[src/rtl/branch_hist_index_if.sv]
// Bundle between the fetch-side predictor logic and branch_hist_index.
//   Prediction side: pc_valid, pc, pred_taken in; line, full, empty out.
//   Resolution side: res_valid, res_taken in; upd_valid, upd_line,
//                    upd_taken, mispredict out.
// slave  : branch_hist_index view.
// master : upstream/downstream driver view.
interface branch_hist_index_if #(
  parameter int unsigned ADDR_W = 7
);
  logic              pc_valid;
  logic [ADDR_W-1:0] pc;
  logic              pred_taken;
  logic [ADDR_W-1:0] line;
  logic              res_valid;
  logic              res_taken;
  logic              upd_valid;
  logic [ADDR_W-1:0] upd_line;
  logic              upd_taken;
  logic              mispredict;
  logic              full;
  logic              empty;

  modport slave (
    input  pc_valid, pc, pred_taken, res_valid, res_taken,
    output line, upd_valid, upd_line, upd_taken, mispredict, full, empty
  );

  modport master (
    output pc_valid, pc, pred_taken, res_valid, res_taken,
    input  line, upd_valid, upd_line, upd_taken, mispredict, full, empty
  );
endinterface

[src/rtl/branch_hist_index.sv]
// Speculative gshare index generator with an in-order resolution queue.
// Hashes each branch pc with the speculative global history to form the
// prediction-table line, remembers in-flight predictions, and on resolve
// emits a registered table update; a mispredict flushes the queue and
// repairs the history from the resolving branch's snapshot.
// Ports:
//   clk   : system clock, rising edge.
//   reset : asynchronous, active-high.
//   bus   : branch_hist_index_if.slave (prediction and resolution signals).
module branch_hist_index #(
  parameter int unsigned ADDR_W = 7,
  parameter int unsigned HIST_W = 7,
  parameter int unsigned DEPTH  = 4
) (
  input  logic                clk,
  input  logic                reset,
  branch_hist_index_if.slave  bus
);

  localparam int unsigned PTR_W = (DEPTH > 1) ? $clog2(DEPTH) : 1;
  localparam int unsigned CNT_W = $clog2(DEPTH + 1);

  typedef struct packed {
    logic [ADDR_W-1:0] line;
    logic [HIST_W-1:0] snap;
    logic              pred;
  } entry_t;

  entry_t            q [DEPTH];
  logic [HIST_W-1:0] ghr;
  logic [PTR_W-1:0]  head;
  logic [PTR_W-1:0]  tail;
  logic [CNT_W-1:0]  count;

  logic   accept;
  logic   resolve;
  logic   mis;
  entry_t head_e;

  // Table index: zero-latency hash of pc with current speculative history.
  assign bus.line  = bus.pc ^ ADDR_W'(ghr);
  assign bus.full  = (count == CNT_W'(DEPTH));
  assign bus.empty = (count == CNT_W'(0));

  // full/empty come from the registered count, so a same-cycle pop never
  // frees a slot for the same-cycle push.
  assign accept  = bus.pc_valid && !bus.full;
  assign resolve = bus.res_valid && !bus.empty;
  assign head_e  = q[head];
  assign mis     = resolve && (bus.res_taken != head_e.pred);

  // Queue, history and pointer state.
  always_ff @(posedge clk or posedge reset) begin
    if (reset) begin
      ghr   <= '0;
      head  <= '0;
      tail  <= '0;
      count <= '0;
      for (int i = 0; i < int'(DEPTH); i++) q[i] <= '0;
    end else if (mis) begin
      // Flush wins over any same-cycle accept, including its history shift.
      ghr   <= {head_e.snap[HIST_W-2:0], bus.res_taken};
      head  <= '0;
      tail  <= '0;
      count <= '0;
    end else begin
      if (accept) begin
        q[tail] <= '{line: bus.line, snap: ghr, pred: bus.pred_taken};
        tail    <= tail + PTR_W'(1);
        ghr     <= {ghr[HIST_W-2:0], bus.pred_taken};
      end
      if (resolve) head <= head + PTR_W'(1);
      count <= count + CNT_W'(accept) - CNT_W'(resolve);
    end
  end

  // Registered table-update and mispredict outputs, one cycle after resolve.
  always_ff @(posedge clk or posedge reset) begin
    if (reset) begin
      bus.upd_valid  <= 1'b0;
      bus.upd_line   <= '0;
      bus.upd_taken  <= 1'b0;
      bus.mispredict <= 1'b0;
    end else begin
      bus.upd_valid  <= resolve;
      bus.mispredict <= mis;
      if (resolve) begin
        bus.upd_line  <= head_e.line;
        bus.upd_taken <= bus.res_taken;
      end
    end
  end

endmodule

[src/flat_wrapper.sv]
// flat-port wrapper written by rule: the top's interface ports become plain ports
module branch_hist_index_flat 
#(
  parameter int unsigned ADDR_W = 7,
  parameter int unsigned HIST_W = 7,
  parameter int unsigned DEPTH  = 4
)
  (clk, reset, bus_pc_valid, bus_pc, bus_pred_taken, bus_res_valid, bus_res_taken, bus_line, bus_upd_valid, bus_upd_line, bus_upd_taken, bus_mispredict, bus_full, bus_empty);
  branch_hist_index_if #(.ADDR_W(ADDR_W)) bus_i ();
  input  logic clk;
  input  logic reset;
  input wire logic [$bits(bus_i.pc_valid)-1:0] bus_pc_valid;
  input wire logic [$bits(bus_i.pc)-1:0] bus_pc;
  input wire logic [$bits(bus_i.pred_taken)-1:0] bus_pred_taken;
  input wire logic [$bits(bus_i.res_valid)-1:0] bus_res_valid;
  input wire logic [$bits(bus_i.res_taken)-1:0] bus_res_taken;
  output wire logic [$bits(bus_i.line)-1:0] bus_line;
  output wire logic [$bits(bus_i.upd_valid)-1:0] bus_upd_valid;
  output wire logic [$bits(bus_i.upd_line)-1:0] bus_upd_line;
  output wire logic [$bits(bus_i.upd_taken)-1:0] bus_upd_taken;
  output wire logic [$bits(bus_i.mispredict)-1:0] bus_mispredict;
  output wire logic [$bits(bus_i.full)-1:0] bus_full;
  output wire logic [$bits(bus_i.empty)-1:0] bus_empty;
  assign bus_i.pc_valid = bus_pc_valid;
  assign bus_i.pc = bus_pc;
  assign bus_i.pred_taken = bus_pred_taken;
  assign bus_i.res_valid = bus_res_valid;
  assign bus_i.res_taken = bus_res_taken;
  assign bus_line = bus_i.line;
  assign bus_upd_valid = bus_i.upd_valid;
  assign bus_upd_line = bus_i.upd_line;
  assign bus_upd_taken = bus_i.upd_taken;
  assign bus_mispredict = bus_i.mispredict;
  assign bus_full = bus_i.full;
  assign bus_empty = bus_i.empty;
  branch_hist_index #(.ADDR_W(ADDR_W), .HIST_W(HIST_W), .DEPTH(DEPTH)) u_core (.clk(clk), .reset(reset), .bus(bus_i));
endmodule
[config.mk]
export PLATFORM = sky130hd
export DESIGN_NAME = branch_hist_index_flat
export DESIGN_NICKNAME = d
export VERILOG_FILES = /design/src/rtl/branch_hist_index_if.sv /design/src/rtl/branch_hist_index.sv /design/src/flat_wrapper.sv
export SDC_FILE = /design/constraint.sdc
export NUM_CORES = 1
export LEC_CHECK = 0
export BUFFER_PORTS_ARGS = -buffer_cell sky130_fd_sc_hd__buf_2
export CORE_MARGIN = 3
export CORE_UTILIZATION = 50
export DETAILED_ROUTE_END_ITERATION = 10
export PLACE_DENSITY = 0.66
export SLEW_MARGIN = 10
export SYNTH_ARGS = -nofsm -noshare
export SYNTH_HDL_FRONTEND = slang
export SYNTH_SLANG_ARGS = --single-unit
[constraint.sdc]
create_clock -name clk -period 5.04 [get_ports clk]
set_input_delay 0.252 -clock clk [delete_from_list [all_inputs] [get_ports clk]]
set_output_delay 0.252 -clock clk [all_outputs]
set_load 0.01 [all_outputs]
Word level (Yosys, flattened, before mapping)
Cells that the tools add are included.
{"block": "op_classes", "n_eq_ne": 2, "order_cmp": 3, "n_addsub": 4, "muxes": 13, "bitwise": 4, "n_reduce_logical": 10}
{"operator": "bitwise mux 60 bit", "n": 1}
{"operator": "2-to-1 mux 15 bit", "n": 3}
{"operator": "binary-select mux 15 bit (select 2 bit)", "n": 1}
{"operator": "demux 15 bit (select 2 bit)", "n": 1}
{"operator": "2-to-1 mux 7 bit", "n": 2}
{"operator": "2-to-1 mux 2 bit", "n": 4}
{"operator": "XOR 7 bit", "n": 1}
{"operator": ">= comparator 3 bit, second input constant", "n": 2}
{"operator": "NOT 2 -> 3 bit", "n": 2}
{"operator": "adder 2 x 1 -> 2 bit, second input constant", "n": 2}
{"operator": "logical AND 1 bit", "n": 4}
{"operator": "nonzero test 2 bit", "n": 2}
{"operator": "adder 3 x 1 -> 3 bit", "n": 1}
{"operator": "== test 3 bit, second input constant", "n": 1}
{"operator": "zero test 3 bit", "n": 1}
{"operator": "< comparator 3 x 1 -> 1 bit, second input constant", "n": 1}
{"operator": "2-to-1 mux 3 bit", "n": 1}
{"operator": "subtractor 3 x 1 -> 3 bit", "n": 1}
{"operator": "zero test 1 bit", "n": 2}
{"operator": "AND reduction 2 bit", "n": 1}
{"operator": "inequality test 1 bit", "n": 1}
{"operator": "NOT 1 bit", "n": 1}
{"block": "word_totals", "register_bits": 84, "elab_cells": 56, "inputBits": 13, "output_inout_bits": 19}

Logic depth before layout (Yosys ltp)
Gate-level depths: netlist of run 1.
{"block": "depth", "word_depth": 8, "mapped_depth": 14, "depth_no_buf": 11}

Worst setup path before layout of run 1
OpenSTA, ideal clock, no wires.
{"block": "synth_path", "kind": "register to register", "from": "register u_core.count[1]", "to": "register u_core.count[2]", "required_time_ns": 4.910, "path_slack_ns": 2.063, "path_stages_with_launch": 15, "arrival_time_ns": 2.847, "path_buffers": 3, "cell_sequence": "dfrtp_1 -> nor3_1 -> nand2b_1 -> buf_2 -> inv_1 -> buf_2 -> buf_1 -> ha_1 -> inv_1 -> ha_1 -> inv_1 -> fa_1 -> xor2_1 -> xnor2_1 -> nor2_1"}
{"block": "synth_via", "word_cells_on_any_way": 10, "classes_between": "add/sub (2); eq/ne (1); mux (1); reduce/logical (6)"}
{"item": "start, declared", "line_no": "branch_hist_index.sv:33", "rtl": "logic [CNT_W-1:0] count;"}
{"item": "start signal, assigned", "line_no": "branch_hist_index.sv:73", "rtl": "count <= count + CNT_W'(accept) - CNT_W'(resolve);"}
{"item": "zero test 3 bit *", "line_no": "branch_hist_index.sv:43", "rtl": "assign bus.empty = (count == CNT_W'(0));"}
{"item": "via bus_empty", "line_no": "flat_wrapper.sv:23", "rtl": "output wire logic [$bits(bus_i.empty)-1:0] bus_empty;"}
{"item": "zero test 1 bit *", "line_no": "branch_hist_index.sv:48", "rtl": "assign resolve = bus.res_valid && !bus.empty;"}
{"item": "logical AND 1 bit *", "line_no": "branch_hist_index.sv:48"}
{"item": "via u_core.resolve", "line_no": "branch_hist_index.sv:36", "rtl": "logic resolve;"}
{"item": "subtractor 3 x 1 -> 3 bit / logical AND 1 bit (equally long branches)", "line_no": "branch_hist_index.sv:73, branch_hist_index.sv:50"}
{"item": "2-to-1 mux 3 bit *", "line_no": "branch_hist_index.sv:60", "rtl": "end else if (mis) begin"}
The timed path passes the listed nets; every way through them passes the cells marked *.
A chain may end at the register's enable or synchronous reset.

Worst setup path in the final report of run 1
{"block": "layout_path", "from": "register u_core.head[1]", "to": "register u_core.q[35] (netlist name)"}
{"block": "layout_via", "elab_chain_len": 8}
{"item": "start, declared", "line_no": "branch_hist_index.sv:31", "rtl": "logic [PTR_W-1:0] head;"}
{"item": "start signal, assigned", "line_no": "branch_hist_index.sv:72", "rtl": "if (resolve) head <= head + PTR_W'(1);"}
{"item": "NOT 2 -> 3 bit (implied by the code)", "line_no": "branch_hist_index.sv:49", "rtl": "assign head_e = q[head];"}
{"item": "binary-select mux 15 bit (select 2 bit)", "line_no": "branch_hist_index.sv:49"}
{"item": "2-to-1 mux 15 bit (implied by the code) (2 in a row)", "line_no": "branch_hist_index.sv:49"}
{"item": "inequality test 1 bit", "line_no": "branch_hist_index.sv:50", "rtl": "assign mis = resolve && (bus.res_taken != head_e.pred);"}
{"item": "logical AND 1 bit", "line_no": "branch_hist_index.sv:50"}
{"item": "NOT 1 bit (no line)"}
{"item": "AND reduction 2 bit (no line)"}
{"item": "end signal, assigned by index", "line_no": "branch_hist_index.sv:68", "rtl": "q[tail] <= '{line: bus.line, snap: ghr, pred: bus.pred_taken};"}
{"item": "end, declared", "line_no": "branch_hist_index.sv:29", "rtl": "entry_t q [DEPTH];"}
Every way passes these cells. The select of a mux whose other input is x is not followed.

==> impl_metrics.py, run 1 <==
metrics = {
    "outcome": {
        "status": "finished, final reports clean",
    },
    "synth": {
        "synth_xor_area_frac": 0.03090,
        "postSynthAreaPerCell_um2": 14.06,
        "synth_top_family_by_area": "multiplexers",
        "synth_common_cells": "dfrtp_1 (80), mux2_1 (30), nand2_1 (28)",
        "netlist.area_leader.share": 0.5433,
        "synth-simple-area-share": 0.05161,
        "syn-num-nets": 282,
        "ys_types": 31,
        "ys_seq_area_frac": 0.5433,
        "synth_top_area_cell": "dfrtp_1",
        "synth_adder_area_share": 0.02581,
        "synthMuxAreaShare": 0.2730,
        "synth-async-reset-ratio": 1.000,
        "yosysMostFrequentCell": "dfrtp_1",
        "synth_compound_area_frac": 0.03667,
        "ys.flop_type": "dfrtp_1",
        "synthTopCellsByArea": "dfrtp_1 (54%), mux2_1 (9.2%), mux4_2 (8.6%), mux2_2 (7.9%), nand2_1 (2.9%)",
        "synth_edf_count": 0,
        "synth-seq-cells": 80,
        "synth-warning-count": 0,
        "synthesis.area_mm2": 0.003685,
        "synth_cells": 262,
    },
    "timing": {
        "min_period_ns": 2.964,
        "fmax_mhz": 337.4,
        "fin_crit_sh": 0.5880,
        "clock-skew-final_ns": 0.01356,
        "slew_viol_final": 0,
        "slew_headroom": 0.3313,
        "tightest_slew_ns": 0.9999,
        "hold_slack_ns": 0.1744,
        "finalWorstSetupSlack_ns": 2.076,
        "rsz0062_at_grt": "false",
        "tns_ns": 0,
        "finalHoldViolations": 0,
        "finalSetupViolCount": 0,
    },
    "floorplanning": {
        "die_x_um": 91.85,
        "die_area_mm2": 0.008436,
        "initial_core_util": 0.5278,
        "coreArea_mm2": 0.006982,
        "io_pins": 32,
        "fp-row-count": 30,
        "die_h_um": 91.85,
    },
    "power_and_ir_drop": {
        "p_leak_nw": 1.908,
        "power_density_mw_per_mm2": 675.4,
        "ir_drop_uv": 336.9,
        "total_power_mw": 2.808,
    },
    "worst_setup_path": {
        "r2r_cells": 4,
        "crit_slowest_cell": "a211oi_4",
        "r2r-start": "u_core.head[1]",
        "cp_data_required_time_ns": 5.27,
        "critPathTopFamily": "compound AO/OA/AOI/OAI gates",
        "reg2reg_to": "u_core.q[35]",
        "critPathMaxFanout": 15,
        "crit_arrival_ns": 3.19,
        "path_buf_inv": 0,
        "start_kind": "flop",
        "path_cells": "mux4_2 -> xor2_1 -> a211oi_4 -> mux2_2",
        "setup.worst_path.class": "flop to flop",
        "rrSetupSlack_ns": 2.08,
        "cp-end-kind": "flop",
        "slowest_delay_ns": 0.91,
    },
    "route": {
        "wl_per_cell_um": 17.35,
        "drt_wl_total_mm": 6.886,
        "ant_nets": 0,
        "firstDrtPassIters": 4,
        "vias_per_cell": 5.343,
        "vias": 2121,
        "first_iter_violations": 97,
        "route.detailed.drc": 0,
    },
    "grt": {
        "grt_pass1_vias": 2200,
        "use_met3": 0.04758,
        "antenna_found_initial": 0,
        "grt_use_met2": 0.2786,
        "use_met1": 0.2504,
        "grt.busiest_layer": "met2",
        "grt_max_degree": 81,
        "overflow": 0,
        "track_usage": 0.1802,
        "grt_pass1_wl_mm": 11.66,
    },
    "clocking": {
        "htreeDepth": 3,
        "tritoncts": "done",
        "cts_buffers": 9,
        "cts_buffer_depth": 2,
        "insertion_delay_ns": 0.35,
        "postCtsSetupBuffers": 0,
        "cts_resized": 0,
        "cts-root-buf": "clkbuf_8",
        "cts_hold_buf": 0,
        "cts_sinks": 80,
        "path_clk_slew_ns": 0.08,
    },
    "finish": {
        "final_design_area_no_fill_mm2": 0.004158,
        "areaGrowthSynthToFinish_pct": 12.84,
        "layout.cells.non_filler": 397,
        "drive_gt1_frac": 0.3256,
        "nets": 316,
        "final_util": 0.5955,
        "num_antenna_cells": 0,
    },
    "placed_design": {
        "placed_cells": 381,
        "port_buffers": 31,
        "finalWeightedCongestion": 0.7434,
        "pre_cts_slack_ns": 2.060,
        "hpwl_mm": 4.273,
        "place_area_mm2": 0.003905,
    },
    "min_path": {
        "min_path_cells": 3,
        "hold_path.class": "input port to flop",
        "min_to": "u_core.bus.upd_taken",
        "hp-start": "bus_res_taken",
    },
    "run": {
        "drv_cap": 0,
    },
}
==> state kept, by name (all words and copies together), names as in the netlist <==
signal,count
u_core.q,56
u_core.bus.upd_line,7
u_core.ghr,7
u_core.count,3
u_core.head,2
u_core.tail,2
u_core.bus.mispredict,1
u_core.bus.upd_taken,1
u_core.bus.upd_valid,1
==> worst reg2reg max path, stage by stage (launching register included) <==
cell,delay [ns]
dfrtp_1,0.83
mux4_2,0.43
xor2_1,0.26
a211oi_4,0.91
mux2_2,0.42
==> layout by cell type (no fill, tap or decap), drive strengths merged, types with 10 or more instances in the layout <==
| cell type | netlist | layout |
|---|---|---|
| clkbuf | 1 | 10 |
| inv | 12 | 12 |
| nand2 | 28 | 28 |
| mux4 | 14 | 14 |
| dfrtp | 80 | 80 |
| mux2 | 56 | 56 |
| buf | 12 | 36 |
| xor2 | 10 | 10 |
==> metal layers <==
| metal | vias to the layer above | wire length, um | part of all wire |
|---|---|---|---|
| met5 | - | 0 | 0 |
| li1 | 982 | - | - |
| met4 | 0 | 69 | 0.010 |
| met1 | 1091 | 3251 | 0.47 |
| met3 | 5 | 280 | 0.041 |
| met2 | 43 | 3285 | 0.48 |
==> worst max-delay path by stage <==
stage	startpoint	to	slack (ns)	depth (start not counted)
3_3_place_gp	u_core.count[1]	u_core.count[2]	2.05	9
5_1_grt	u_core.count[1]	u_core.count[2]	1.84	9
3_5_place_dp	u_core.count[1]	u_core.count[2]	2.06	9
6_report	u_core.head[1]	u_core.q[35]	2.08	4
2_1_floorplan	u_core.count[1]	u_core.count[2]	2.06	14
4_1_cts	u_core.head[1]	u_core.ghr[2]	2.04	5
==> layout make-up <==
cell class	instances	area (um2)
Clock buffer	10	137.6
Clock inverter	6	115.1
Fill cell	569	2824
Inverter	13	50.05
Multi-Input combinational cell	156	1540
Sequential cell	80	2002
Tap cell	96	120.1
Timing Repair Buffer	36	192.7
==> cell families (layout without fill, tap and decap cells) <==
| family | Yosys count | in the layout |
|---|---|---|
| AO/OA/AOI/OAI | 15 | 15 |
| XOR/XNOR | 13 | 13 |
| flip-flops | 80 | 80 |
| multiplexers | 76 | 76 |
| adder cells (fa/ha/maj) | 7 | 7 |
| AND/OR/NAND/NOR | 45 | 45 |
| buffers and inverters | 26 | 65 |
==> where the power goes <==
part           leakage [nW]  internal [mW]  switching, mW
logic                 0.803          0.550          0.513
registers             0.982          0.951          0.213
clock network         0.123          0.345          0.237
Note: power is estimated with default switching activity, not from simulation.
==> run 2: changes to the inputs <==
PLACE_DENSITY = 0.68   (was 0.66)
clock period = 2.4 ns   (was 5.04 ns; I/O delays follow)
==> run 2 against run 1 <==
Clock-buffer cell count stayed put. Core utilization is 2.2 points higher. Critical path depth is 2 higher. Clock skew is 0.0038 ns lower. Highest routed layer unchanged.
==> impl_metrics.py, run 2 (same netlist as run 1, synthesis figures left out) <==
metrics = {
    "clocking": {
        "path_clk_slew_ns": 0.08,
        "cts_resized": 0,
        "htreeDepth": 3,
        "insertion_delay_ns": 0.35,
        "cts_buffer_depth": 2,
        "tritoncts": "done",
        "cts-root-buf": "clkbuf_8",
        "cts_buffers": 9,
        "cts_sinks": 80,
    },
    "min_path": {
        "min_to": "u_core.bus.upd_taken",
        "hp-start": "bus_res_taken",
        "hold_path.class": "input port to flop",
        "min_path_cells": 3,
    },
    "route": {
        "drt_wl_total_mm": 6.746,
        "firstDrtPassIters": 4,
        "wl_per_cell_um": 16.45,
        "first_iter_violations": 121,
        "route.detailed.drc": 0,
        "ant_nets": 0,
        "vias": 2184,
        "vias_per_cell": 5.327,
    },
    "grt": {
        "antenna_found_initial": 0,
        "grt_pass1_vias": 2335,
        "grt_max_degree": 47,
        "grt_pass1_wl_mm": 11.81,
        "overflow": 0,
        "track_usage": 0.1835,
    },
    "floorplanning": {
        "fp-row-count": 30,
        "die_h_um": 91.85,
        "die_area_mm2": 0.008436,
        "initial_core_util": 0.5278,
        "io_pins": 32,
        "die_x_um": 91.85,
        "coreArea_mm2": 0.006982,
    },
    "timing": {
        "slew_headroom": 0.5897,
        "fin_crit_sh": 0.9303,
        "hold_slack_ns": 0.03499,
        "tightest_slew_ns": 0.6147,
        "slew_viol_final": 0,
        "rsz0062_at_grt": "false",
        "finalSetupViolCount": 0,
        "tns_ns": 0,
        "clock-skew-final_ns": 0.009775,
        "finalHoldViolations": 0,
        "fmax_mhz": 447.9,
        "min_period_ns": 2.233,
    },
    "power_and_ir_drop": {
        "ir_drop_uv": 704.5,
        "power_density_mw_per_mm2": 1371,
        "p_leak_nw": 1.960,
    },
    "worst_setup_path": {
        "r2r_cells": 6,
        "r2r-start": "u_core.head[0]",
        "crit_arrival_ns": 2.47,
        "setup.worst_path.class": "flop to flop",
        "critPathMaxFanout": 12,
        "cp_data_required_time_ns": 2.64,
        "start_kind": "flop",
        "reg2reg_to": "u_core.q[23]",
        "rrSetupSlack_ns": 0.17,
        "cp-end-kind": "flop",
    },
    "outcome": {
        "status": "finished, final reports clean",
    },
    "finish": {
        "reg_top3": "u_core.q x56, u_core.bus.upd_line x7, u_core.ghr x7",
        "top_register": "u_core.q",
        "largest_register_ff_count": 56,
        "num_antenna_cells": 0,
        "seq_area_mm2": 0.002002,
        "final_cell_mix": "dfrtp_1 (80), buf_2 (31), mux2_1 (30), nand2_1 (28), mux2_2 (26)",
        "multi_input_area_mm2": 0.001573,
        "final_common_cell": "dfrtp_1",
        "drive_gt1_frac": 0.3694,
        "areaGrowthSynthToFinish_pct": 17.01,
        "fill_cells": 578,
        "nets": 329,
    },
    "placed_design": {
        "hpwl_mm": 4.546,
        "finalWeightedCongestion": 0.7558,
        "port_buffers": 31,
    },
    "run": {
        "drv_cap": 0,
    },
}
run 2: changes by cell type in the layout (fill, tap and decap cells not counted), moves of 2 or more:
cell,previous run,this run
ha_1,6,4
inv_2,0,2
buf_12,0,4
ha_4,0,2
inv_1,11,8
clkinvlp_4,1,3
buf_4,5,13
run 2: power by group:
part           switching (mW)  internal (mW)  total [mW]
clock                   0.492          0.591        1.08
sequential              0.396           2.00        2.39
combinational            1.14           1.29        2.43
run 2: worst max path at each step:
stage,startpoint,endpoint,slack (ns),cells past startpoint
after floorplan,u_core.count[2],u_core.count[2],-0.23,14
after CTS,u_core.head[0],u_core.q[23],0.16,6
after global routing,u_core.count[2],u_core.count[2],0.05,11
final,u_core.head[0],u_core.q[23],0.17,6
after detailed placement,u_core.head[0],u_core.q[23],0.17,6
after global placement,u_core.head[0],u_core.q[25],0.21,6
run 2: metal layers:
metal / GRT usage / wire length, um / up-vias
met5: 0 / 0 / -
li1: - / - / 1004
met4: 0.08168 / 120 / 0
met1: 0.2420 / 3055 / 1131
met3: 0.04512 / 219 / 14
met2: 0.2889 / 3350 / 35
run 2: cell type report:
| type | count | area share |
|---|---|---|
| Clock buffer | 10 | 0.02960 |
| Multi-Input combinational cell | 156 | 0.3648 |
| Sequential cell | 80 | 0.4643 |
| Clock inverter | 6 | 0.02147 |
| Inverter | 13 | 0.01248 |
| Tap cell | 96 | 0.02786 |
| Timing Repair Buffer | 49 | 0.07951 |
run 2: worst max-delay path, cell delays in order (launching register included):
cell and delay [ns]:
dfrtp_1 0.37, mux4_2 0.52, xor2_1 0.15, buf_4 0.19, a211oi_2 0.34, buf_12 0.19, mux2_2 0.34
run 2: per-stage QoR:
| step | worst slack, ns | util | total power, mW | cells | area (um2) |
|---|---|---|---|---|---|
| finish | 0.1673 | 0.6176 | 5.910 | 410 | 4312 |
| global route | 0.05001 | 0.6176 | 6.362 | 410 | 4312 |
| CTS | 0.1622 | 0.6176 | 6.000 | 410 | 4312 |
| detailed placement | 0.1735 | 0.5846 | 4.893 | 393 | 4081 |
| global placement | 0.2084 | 0.5846 | 4.815 | 393 | 4081 |
| floorplan | -0.2326 | - | 4.228 | 262 | 3741 |
run 2: repair_timing:
action	4_1_cts	5_1_grt
hold buffers	1	0
endpoints found under the hold margin	34	0
buffers inserted	0	0
